## src/rtl/bus_reg_file.sv

```systemverilog
// bus_reg_file: captures the shifter bus result/carry into NREG registers plus CF/ZF, with two
// combinational ALU read ports. Define BUS_REG_BYPASS_EN for same-cycle write-through forwarding.
module bus_reg_file #(
  parameter int DW = 8,
  parameter int NREG = 4,
  localparam int AW = $clog2(NREG)
) (
  input  logic          clk,
  input  logic          rst_n,
  input  logic [DW-1:0] bus_in,
  input  logic          cf_in,
  input  logic          bus_vld,
  input  logic          ld_en,
  input  logic          flag_ld,
  input  logic [AW-1:0] wr_sel,
  input  logic [AW-1:0] rd_a_sel,
  input  logic [AW-1:0] rd_b_sel,
  input  logic          err_clr,
  output logic [DW-1:0] rd_a,
  output logic [DW-1:0] rd_b,
  output logic          cf_out,
  output logic          zf_out,
  output logic          wr_ack,
  output logic          err
);

  // Handshake: bus_vld is the valid qualifier of bus_in/cf_in and there is no ready; a load or
  // flag request with bus_vld=1 is always accepted at the edge, without it the request is dropped
  // (bus_in never sampled) and the sticky err is raised.
  logic [DW-1:0] regs [NREG];
  logic          wr_go;
  logic          flag_go;
  logic          reject;

  assign wr_go   = ld_en & bus_vld;
  assign flag_go = flag_ld & bus_vld;
  assign reject  = (ld_en | flag_ld) & ~bus_vld;

  always_ff @(posedge clk or negedge rst_n) begin
    if (!rst_n) begin
      for (int i = 0; i < NREG; i++) regs[i] <= '0;
      wr_ack <= 1'b0;
    end else begin
      if (wr_go) regs[wr_sel] <= bus_in;
      wr_ack <= wr_go;
    end
  end

  always_ff @(posedge clk or negedge rst_n) begin
    if (!rst_n) begin
      cf_out <= 1'b0;
      zf_out <= 1'b0;
      err    <= 1'b0;
    end else begin
      if (flag_go) begin
        cf_out <= cf_in;
        zf_out <= (bus_in == '0);
      end
      // A rejected op in the same cycle as err_clr keeps err set.
      if (reject)       err <= 1'b1;
      else if (err_clr) err <= 1'b0;
    end
  end

`ifdef BUS_REG_BYPASS_EN
  always_comb begin
    rd_a = regs[rd_a_sel];
    rd_b = regs[rd_b_sel];
    if (wr_go && (rd_a_sel == wr_sel)) rd_a = bus_in;
    if (wr_go && (rd_b_sel == wr_sel)) rd_b = bus_in;
  end
`else
  assign rd_a = regs[rd_a_sel];
  assign rd_b = regs[rd_b_sel];
`endif

endmodule
```

## config.mk

```make
export PLATFORM = sky130hd
export DESIGN_NAME = bus_reg_file
export DESIGN_NICKNAME = d
export VERILOG_FILES = /design/src/rtl/bus_reg_file.sv
export SDC_FILE = /design/constraint.sdc
export NUM_CORES = 1
export LEC_CHECK = 0
export ABC_AREA = 0
export BUFFER_PORTS_ARGS = -buffer_cell sky130_fd_sc_hd__buf_2
export CAP_MARGIN = 20
export CORE_MARGIN = 2
export CORE_UTILIZATION = 31
export DETAILED_ROUTE_END_ITERATION = 10
export GPL_TIMING_DRIVEN = 0
export PLACE_DENSITY = 0.62
export SYNTH_ARGS = -nofsm -noshare
export SYNTH_HDL_FRONTEND = slang
export SYNTH_SLANG_ARGS = --single-unit
```

## constraint.sdc

```tcl
create_clock -name clk -period 1 [get_ports clk]
set_input_delay 0.1 -clock clk [delete_from_list [all_inputs] [get_ports clk]]
set_output_delay 0.1 -clock clk [all_outputs]
set_load 0.1 [all_outputs]
```

==> results.json <==
{
  "outcome": "finished, violations left",
  "violations": "hold timing, setup timing",
  "htreeDepth": 2,
  "ir_drop_uv": 1210,
  "cts_root_buffer": "clkbuf_8",
  "synth_area_leader_cell": "dfrtp_1",
  "vias_per_cell": 5.06,
  "yosys.area_share.adder_pct": 0,
  "p_leak_nw": 1.02,
  "grt_pass1_wl_um": 6570,
  "whs_ns": -0.103,
  "critPathKind": "flip-flop to output port",
  "final_cell_mix": "dfrtp_1 (33), mux2_2 (24), buf_6 (19), mux4_2 (16), buf_2 (14)",
  "cp-start-kind": "flip-flop",
  "post-route-period-util_pct": 150,
  "drt_iter0_drc": 52,
  "synthesis.nets": 126,
  "nNetsFinal": 168,
  "setup_viol": 17,
  "dr.pass1.iters": 3,
  "path_cells": "mux4_2 -> buf_6",
  "hold_violations": 36,
  "grt_remaining_overflow": 0,
  "yosysSeqAreaShare_pct": 49.5,
  "dp_hpwl_um": 2830,
  "num_vias": 1114,
  "maxCapViolations": 0,
  "place_inst": 211,
  "cp-end-kind": "output port",
  "yosysUniqueCellTypes": 18,
  "p_per_area_mw_per_mm2": 2470,
  "ioPinCount": 41,
  "io_buffers": 34,
  "synth-seq-cells": 36,
  "antenna_left": 0,
  "clkTransAtPathRegs_ns": 0.08,
  "synth_top_cell_area_share_pct": 49.5,
  "routed_wl_um": 4180,
  "syn_avg_cell_area_um2": 17.3,
  "relSlewSlack_pct": 45.2,
  "cp_data_required_time_ns": 0.90,
  "yosysWarnings": 0,
  "holdBufCountCts": 1,
  "drc_errors": 0,
  "track_usage_pct": 14.3,
  "synth_mux_area_share_pct": 41.9,
  "dieArea_mm2": 0.00650,
  "syn_to_final_growth_pct": 29.1,
  "synth_area_leaders": "dfrtp_1 (50%), mux4_2 (20%), mux2_2 (15%), mux2_4 (6.6%), nand4b_2 (1.7%)",
  "insertion_delay_ns": 0.29,
  "max_stage_delay_ns": 0.50,
  "critPathArrivalTime_ns": 1.40,
  "routabilityCongestion": 0.717,
  "antenna_found_initial": 0,
  "placed_area_mm2": 0.00210,
  "synth_compound_area_share_pct": 1.38,
  "cts_tree": "built",
  "r2r_setup_slack_ns": 0.12,
  "final_layout_size_suffix_gt1_share_pct": 68.9,
  "drv_slew": 0,
  "fin_ws_ns": -0.503,
  "grt_max_degree": 37,
  "min_period_ns": 1.50,
  "die_w_um": 80.6,
  "synth_xor_xnor_area_share_pct": 0,
  "wl_per_cell_um": 19.0,
  "hp-class": "input pin to async pin",
  "die_h_um": 80.6,
  "crit_buf_inv": 1,
  "clk_path_buf_depth": 2,
  "core_area_mm2": 0.00557,
  "fin_cells": 220,
  "finClkSkew_ns": 0,
  "cts_buffers": 5,
  "grt_pass1_vias": 1207,
  "final_area_mm2": 0.00235,
  "start_util_pct": 32.6,
  "row_count": 27,
  "synthCells": 105,
  "setup_tns_ns": -7.70,
  "netlist_area_mm2": 0.00182,
  "clock_sinks": 36,
  "num_antenna_cells": 0,
  "crit_slowest_cell": "mux4_2",
  "synth_top_family_by_area": "multiplexers",
  "worstMarginPinSlew_ns": 0.822,
  "final_common_cell": "dfrtp_1",
  "crit_fanout": 3,
  "synthSimpleGateAreaFrac_pct": 4.54,
  "grt_setup_unrepaired": "true",
  "fmax_mhz": 666,
  "critPathTopFamily": "multiplexers"
}
-- stage by stage --
step                      power (W)  utilization (%)  worst slack [ns]
final                       0.00579             42.1            -0.503
after global routing        0.00603             42.1            -0.549
after CTS                   0.00583             42.0            -0.511
after detailed placement    0.00443             37.6            -0.397
after global placement      0.00436             37.6            -0.382
after floorplan             0.00403                -            -0.199
-- metal layers --
metal | vias to the layer above | track usage (%) | routed length [µm] | part of all wire (%)
met5 | - | 0 | 0 | 0
met4 | 0 | 5.59 | 63 | 1.5
met3 | 6 | 4.16 | 167 | 4.0
met2 | 27 | 23.3 | 2090 | 50
met1 | 587 | 17.8 | 1860 | 44
li1 | 494 | - | - | -
-- final cells by class --
class                   count  area [µm²]
fillers                   519        3230
flip-flops and latches     36         907
multi-input cells          61         873
repair buffers             35         332
clock buffers               8        90.1
well taps                  72        90.1
plain buffers               7        52.6
inverters                   1        3.75
-- Yosys cell counts, drive strengths merged --
| master | instances |
|---|---|
| a41o | 1 |
| nor2 | 1 |
| mux4 | 16 |
| inv | 1 |
| nor4 | 2 |
| nand2 | 1 |
| and2 | 1 |
| nand4b | 2 |
| buf | 7 |
| a21boi | 1 |
| dfrtp | 36 |
| mux2 | 33 |
| o22ai | 1 |
| nand4 | 1 |
| and4bb | 1 |
-- state kept, by name (all words and copies together), names as in the netlist --
register,count
regs,32
cf_out,1
err,1
zf_out,1
wr_ack,1
-- timing repair --
| item | CTS | global route |
|---|---|---|
| buffers inserted | 0 | 0 |
| endpoints found under the setup margin | 20 | 19 |
| hold endpoints to repair | 37 | 36 |
| resized for setup | 44 | 2 |
-- where the power goes --
part	switching (W)	total (W)	internal [W]	leakage, nW
Clock	0.000539	0.00110	0.000563	0.0455
Sequential	0.000207	0.00197	0.00176	0.430
Combinational	0.00178	0.00273	0.000944	0.547
-- worst paths after layout --
check	startpoint	endpoint	cells past startpoint
max	regs[1]	rd_b[1]	2
min	rst_n	regs[7]	1
max reg2reg	zf_out	zf_out	2
min reg2reg	regs[13]	regs[13]	1
max in group asynchronous	rst_n	cf_out	1
min in group clk	bus_vld	err	2
-- kinds of logic after synthesis --
kind of cell,Yosys count
compound gates,3
flops,36
simple gates,9
mux,49
buf+inv,8
Note: power is estimated with default switching activity, not from simulation.
